$ cat src/rtl/regset_write_arbiter.sv
// Two-port writeback arbiter in front of the regset write port.
// Round-robin (or fixed) grant, 1-cycle registered output stage, and a
// pending-write scoreboard for RAW hazard detection in issue.
module regset_write_arbiter #(
  parameter int DATA_WIDTH     = 32,
  parameter int ADDR_WIDTH     = 5,
  parameter int FIXED_PRIORITY = 0
) (
  input  logic                       CLK,
  input  logic                       RES,
  input  logic                       req0_valid,
  input  logic [ADDR_WIDTH-1:0]      req0_addr,
  input  logic [DATA_WIDTH-1:0]      req0_data,
  output logic                       req0_ready,
  input  logic                       req1_valid,
  input  logic [ADDR_WIDTH-1:0]      req1_addr,
  input  logic [DATA_WIDTH-1:0]      req1_data,
  output logic                       req1_ready,
  input  logic                       claim_valid,
  input  logic [ADDR_WIDTH-1:0]      claim_addr,
  output logic [DATA_WIDTH-1:0]      D,
  output logic [ADDR_WIDTH-1:0]      A_D,
  output logic                       write_enable,
  output logic [2**ADDR_WIDTH-1:0]   busy
);

  logic                     last_grant;  // 1 = port 1 won the last transfer
  logic                     grant0, grant1, xfer;
  logic [ADDR_WIDTH-1:0]    sel_addr;
  logic [DATA_WIDTH-1:0]    sel_data;
  logic [2**ADDR_WIDTH-1:0] busy_nxt;

  // Grant selection; nothing is accepted while reset is asserted.
  always_comb begin
    grant0 = 1'b0;
    grant1 = 1'b0;
    if (!RES) begin
      if (req0_valid && req1_valid) begin
        if (FIXED_PRIORITY != 0 || last_grant) grant0 = 1'b1;
        else                                   grant1 = 1'b1;
      end else begin
        grant0 = req0_valid;
        grant1 = req1_valid;
      end
    end
  end

  assign req0_ready = grant0;
  assign req1_ready = grant1;
  assign xfer       = grant0 | grant1;
  assign sel_addr   = grant0 ? req0_addr : req1_addr;
  assign sel_data   = grant0 ? req0_data : req1_data;

  // Output stage and round-robin pointer; writes to reg 0 are accepted
  // but never raise write_enable.
  always_ff @(posedge CLK) begin
    if (RES) begin
      last_grant   <= 1'b1;
      D            <= '0;
      A_D          <= '0;
      write_enable <= 1'b0;
    end else begin
      write_enable <= xfer && (sel_addr != '0);
      if (xfer) begin
        last_grant <= grant1;
        D          <= sel_data;
        A_D        <= sel_addr;
      end
    end
  end

  // Scoreboard next state: clear on commit first, so a same-edge claim wins.
  always_comb begin
    busy_nxt = busy;
    if (write_enable) busy_nxt[A_D] = 1'b0;
    if (claim_valid && claim_addr != '0) busy_nxt[claim_addr] = 1'b1;
    busy_nxt[0] = 1'b0;
  end

  // Scoreboard register.
  always_ff @(posedge CLK) begin
    if (RES) busy <= '0;
    else     busy <= busy_nxt;
  end

endmodule

$ cat config.mk
export PLATFORM = sky130hd
export DESIGN_NAME = regset_write_arbiter
export DESIGN_NICKNAME = d
export VERILOG_FILES = /design/src/rtl/regset_write_arbiter.sv
export SDC_FILE = /design/constraint.sdc
export NUM_CORES = 1
export LEC_CHECK = 0
export CORE_ASPECT_RATIO = 0.5
export CORE_MARGIN = 5
export CORE_UTILIZATION = 59
export DETAILED_ROUTE_END_ITERATION = 8
export DONT_BUFFER_PORTS = 1
export GPL_TIMING_DRIVEN = 0
export PLACE_DENSITY = 0.75
export SYNTH_ARGS = -nofsm -noshare
export SYNTH_HDL_FRONTEND = slang
export SYNTH_SLANG_ARGS = --single-unit
$ cat constraint.sdc
create_clock -name CLK -period 1.7 [get_ports CLK]
set_input_delay 0.085 -clock CLK [delete_from_list [all_inputs] [get_ports CLK]]
set_output_delay 0.085 -clock CLK [all_outputs]
set_load 0.01 [all_outputs]
# ---- Word-level counts from Yosys, hierarchy flattened
# Cells that the tools add are included.
dict set report word_totals {
  n_memories 0
  romBits 0
  out_inout_bits 72
  in_bits 84
  ram_bits 0
  reg_bits 71
  latchBits 0
}
dict set report op_classes {
  mul 0
  order_cmp 4
  n_eq_ne 0
  div 0
  shift 0
  muxes 14
  n_reduce_logical 7
  add_sub_neg 0
  bitwise_logic 4
}
# op count
set op_table {}
lappend op_table {{32-bit two-way mux} 3}
lappend op_table {{32-bit AND} 1}
lappend op_table {{32-bit NOT} 1}
lappend op_table {{32-bit OR} 1}
lappend op_table {{5-bit by 6-bit less-than comparator with 1-bit output, second input constant} 2}
lappend op_table {{1-bit demux with 5-bit select} 2}
lappend op_table {{5-bit by 1-bit >= comparator with 1-bit output, second input constant} 2}
lappend op_table {{5-bit nonzero test} 2}
lappend op_table {{1-bit two-way mux} 8}
lappend op_table {{1-bit logical AND} 5}
lappend op_table {{5-bit two-way mux} 1}
lappend op_table {{1-bit OR} 1}

# ---- Longest topological paths before layout
dict set report depth {
  word_depth 9
  mapped_depth 6
  ltp_nobuf 3
}

# ---- Least setup slack after synthesis
# Ideal clock, no wire load.
dict set report synth_path {
  path_type {flip-flop to flip-flop}
  start {reg A_D[2]}
  end {reg busy[7]}
  t_required_ns 1.573
  setup_slack_ns 0.423
  path_stages_with_launch 4
  t_arrival_ns 1.150
  cell_sequence {dfxtp_1 > or3b_2 > o21ai_0 > o21ai_0}
}
dict set report synth_via {
  elab_chain_cells 9
}
# item line_no
set synth_rtl {}
lappend synth_rtl {{from (decl)} 22} ;# output logic [ADDR_WIDTH-1:0] A_D,
lappend synth_rtl {{from (signal assigned)} 67} ;# A_D <= sel_addr;
lappend synth_rtl {{5-bit by 6-bit less-than comparator with 1-bit output (not written as such) / 5-bit by 1-bit >= comparator with 1-bit output (equally long branches)} 75} ;# if (write_enable) busy_nxt[A_D] = 1'b0;
lappend synth_rtl {{1-bit logical AND (not written as such)} 75}
lappend synth_rtl {{1-bit two-way mux (not written as such)} 75}
lappend synth_rtl {{1-bit demux with 5-bit select (*)} 75}
lappend synth_rtl {{32-bit NOT (no line) (*)} -}
lappend synth_rtl {{32-bit AND (no line) (*)} -}
lappend synth_rtl {{32-bit two-way mux (*)} 75}
lappend synth_rtl {{32-bit OR (no line)} -}
lappend synth_rtl {{32-bit two-way mux (*)} 76} ;# if (claim_valid && claim_addr != '0) busy_nxt[claim_addr] = 1'b1;
lappend synth_rtl {{to (signal assigned)} 83} ;# else busy <= busy_nxt;
lappend synth_rtl {{to (decl)} 24} ;# output logic [2**ADDR_WIDTH-1:0] busy
# Mark *: on every way between the ends. The rest lies on a longest branch, timed or not.
# A chain may end at the register's enable or synchronous reset.

# ---- Worst setup path in the final report
dict set report layout_path {
  start {reg last_grant}
  end {out req1_ready}
}
dict set report layout_via {
  elab_chain_cells 3
}
# item line_no
set layout_rtl {}
lappend layout_rtl {{from (decl)} 27} ;# logic last_grant;
lappend layout_rtl {{from (signal assigned)} 65} ;# last_grant <= grant1;
lappend layout_rtl {{1-bit two-way mux} 39} ;# if (FIXED_PRIORITY != 0 || last_grant) grant0 = 1'b1;
lappend layout_rtl {{1-bit two-way mux} 38} ;# if (req0_valid && req1_valid) begin
lappend layout_rtl {{1-bit two-way mux} 37} ;# if (!RES) begin
lappend layout_rtl {{to (decl)} 18} ;# output logic req1_ready,
# Every way passes these cells.

==> flow_summary.yaml <==
global_routing:
  first_global_vias: 3601
  grt.overflow.total: 0
  grt_use_met3_pct: 13.1
  grt_busiest_layer: "met2"
  grtUsageMet1_pct: 33.1
  grt_use_total_pct: 29.6
  grt_first_pass_wirelength_um: 18300
  antenna_found_initial: 0
  met2_usage_pct: 50.1
  grt_start_max_net_pins: 14
drt:
  drt_iter0_drc: 372
  wire_per_inst_um: 20.8
  drcViolationCount: 0
  dr.pass1.iters: 5
  drtAntennaViolNets: 0
  wl_um: 11400
  vias: 3523
  viasPerCell: 6.41
power_and_ir_drop:
  cellLeakagePower_nw: 1.53
  p_sw_share_pct: 26.4
  max-vdd-ir-drop_v: 0.000576
  clockPowerShare_pct: 43.6
  combPwrFrac_pct: 12.7
  p_seq_share_pct: 43.7
  powerDensity_mw_per_mm2: 984
  power_switching_mw: 1.12
  cell_internal_pwr_mw: 3.13
worst_setup_path:
  cp-end-kind: "output port"
  worstSetupEndpoint: "req1_ready"
  cp-startpoint: "last_grant"
  cp_data_arrival_time_ns: 1.48
  reg2reg_slack_ns: 0.15
  timing.rr.start: "A_D[3]"
  timing.rr.end: "busy[10]"
  worstSetupPathType: "flip-flop to output port"
  reg2regPathDepth: 3
  start_kind: "flip-flop"
  cp_max_fo: 8
  required_ns: 1.62
synthesis:
  ys_async_sr_fraction_pct: 0
  synth_top_area_share_pct: 39.4
  post-synth-top-count-cell: "dfxtp_1"
  synth_area_leaders: "dfxtp_1, mux2_2, o21ai_0"
  ys_ff_latch: 70
  avgSynthCellArea_um2: 8.47
  synth_cell_type_count: 31
  synth_top_area_cell: "dfxtp_1"
  synthCells: 420
  synth-edff-count: 0
  synth.cell_area_mm2: 0.00356
  syn_nets: 504
  yosysWarnings: 0
  synth_top_cells_by_count: "dfxtp_1, o21ai_0, nor2_1"
  synth_flop_cell: "dfxtp_1"
  yosysSeqAreaShare_pct: 39.4
job:
  drv_cap: 0
die:
  dieHeight_um: 64.9
  die_area_mm2: 0.00777
  fp-row-count: 20
  fp.dieW_um: 120
  start_util_pct: 59.7
  core_area_mm2: 0.00596
  io_pins: 156
cells_and_area:
  area_delta_synth_final_pct: 21.6
  layout-drive-gt1-share_pct: 16.3
  num_antenna_cells: 0
  nets: 552
  fin_util_pct: 72.6
  design_area_mm2: 0.00432
clock_tree:
  cts_resized: 0
  cts_buffer_depth: 2
  clk_pin_slew_worst_paths_ns: 0.06
  cts_tree: "yes"
  cts_root_buf: "clkbuf_16"
  clk-insertion-delay-late_ns: 0.33
  cts_setup_buffers: 0
  ctsHoldBuffers: 36
  cts.htree.levels: 3
  clock_sinks: 70
  cts_made_buffers: 9
timing:
  fin_ws_ns: 0.136
  finalSetupTns_ns: 0
  hold_viol_final: 0
  drv_slew: 0
  finClkSkew_ns: 0.00369
  timing.fmax_mhz: 639
  worstMarginPinSlew_ns: 0.501
  period_minus_slack_ns: 1.56
  rsz0062_at_grt: "no"
  setup_viol: 0
  fin_crit_sh_pct: 92.0
  slew_headroom_pct: 66.6
outcome:
  run_status: "finished clean"
place:
  io_buffers: 0
  post-place-ws_ns: 0.161
  dpl_cell_area_mm2: 0.00365
  hpwl_um: 7480
  place_congestion: 0.825
worst_hold_path:
  hold_path_class: "input port to flip-flop"
[placed cells by master, fill, tap and decap left out, types with 2 or more instances in the layout]
cell type,Yosys,layout
nand3b_1,8,8
o21ai_0,63,63
or3_1,2,2
o21ai_1,5,5
nor4_1,29,29
a211oi_1,5,5
nor3_1,33,33
buf_1,3,3
inv_1,2,2
nor4_2,3,3
nand3_1,3,3
clkinv_4,0,2
nand2b_1,3,3
clkbuf_1,11,11
dfxtp_1,70,70
buf_4,3,3
nor2_1,43,43
nor3b_1,33,33
dlygate4sd3_1,0,37
nor2b_1,32,32
a31oi_1,5,5
clkbuf_16,0,9
mux2_2,32,32
clkinvlp_4,0,3
or3b_2,6,6
buf_2,15,15
nand2_1,3,3
[metrics by stage]
stage	instances	hold WS [ns]	total power, mW
after global placement	497	0.267	2.32
after detailed placement	497	0.267	2.35
after CTS	549	0.000391	4.26
after global routing	550	0.00609	4.43
after floorplan	420	0.250	2.23
final	550	0.00163	4.25
[state kept, by name, summed over array words and instances (netlist names)]
| name | cells |
|---|---|
| last_grant | 1 |
| D | 32 |
| A_D | 5 |
| write_enable | 1 |
| busy | 31 |
[worst min-delay path by stage]
stage	startpoint	to	slack, ns	depth (start not counted)
final	req1_data[12]	D[12]	0.002	2
after global routing	claim_addr[3]	busy[3]	0.006	2
after CTS	claim_addr[4]	busy[28]	0.0004	2
after detailed placement	req1_addr[2]	write_enable	0.27	2
after global placement	req1_addr[0]	A_D[0]	0.27	2
after floorplan	req1_addr[2]	write_enable	0.25	2
[critical path, cell delays in order, from the launching register on]
cell      delay, ns
dfxtp_1        0.29
buf_2          0.16
nand2b_1       0.23
a211o_1        0.36
inv_1          0.11
[layer usage]
layer	vias to the layer above	part of all wire (%)
met1	1661	38
met2	216	49
met3	26	11
li1	1620	-
met4	0	2.0
met5	-	0
[power by group through the flow]
stage,Sequential (mW),Clock (mW),Combinational (mW)
2_1_floorplan,1.86,0,0.367
3_3_place_gp,1.89,0,0.432
3_5_place_dp,1.89,0,0.451
4_1_cts,1.86,1.88,0.524
5_1_grt,1.87,1.96,0.596
6_report,1.86,1.85,0.542
[logic make-up (layout without fill, tap and decap cells)]
group	after synthesis	in the layout	share of synthesized area, %
AO/OA/AOI/OAI	80	80	12.0
buffers and inverters	34	87	4.43
AND/OR/NAND/NOR	203	203	33.9
multiplexers	32	32	10.1
other	1	1	0.105
flip-flops	70	70	39.4
[final cells by class]
class,instances,area (µm²)
inverter,2,7.51
clock buffer,9,225
clock inverter,7,75.1
fill,444,1630
multi-input combinational,316,2000
timing repair buffer,37,370
tap,77,96.3
sequential,70,1400
buffer,32,150
No activity file was read; power rests on OpenSTA's default activity.
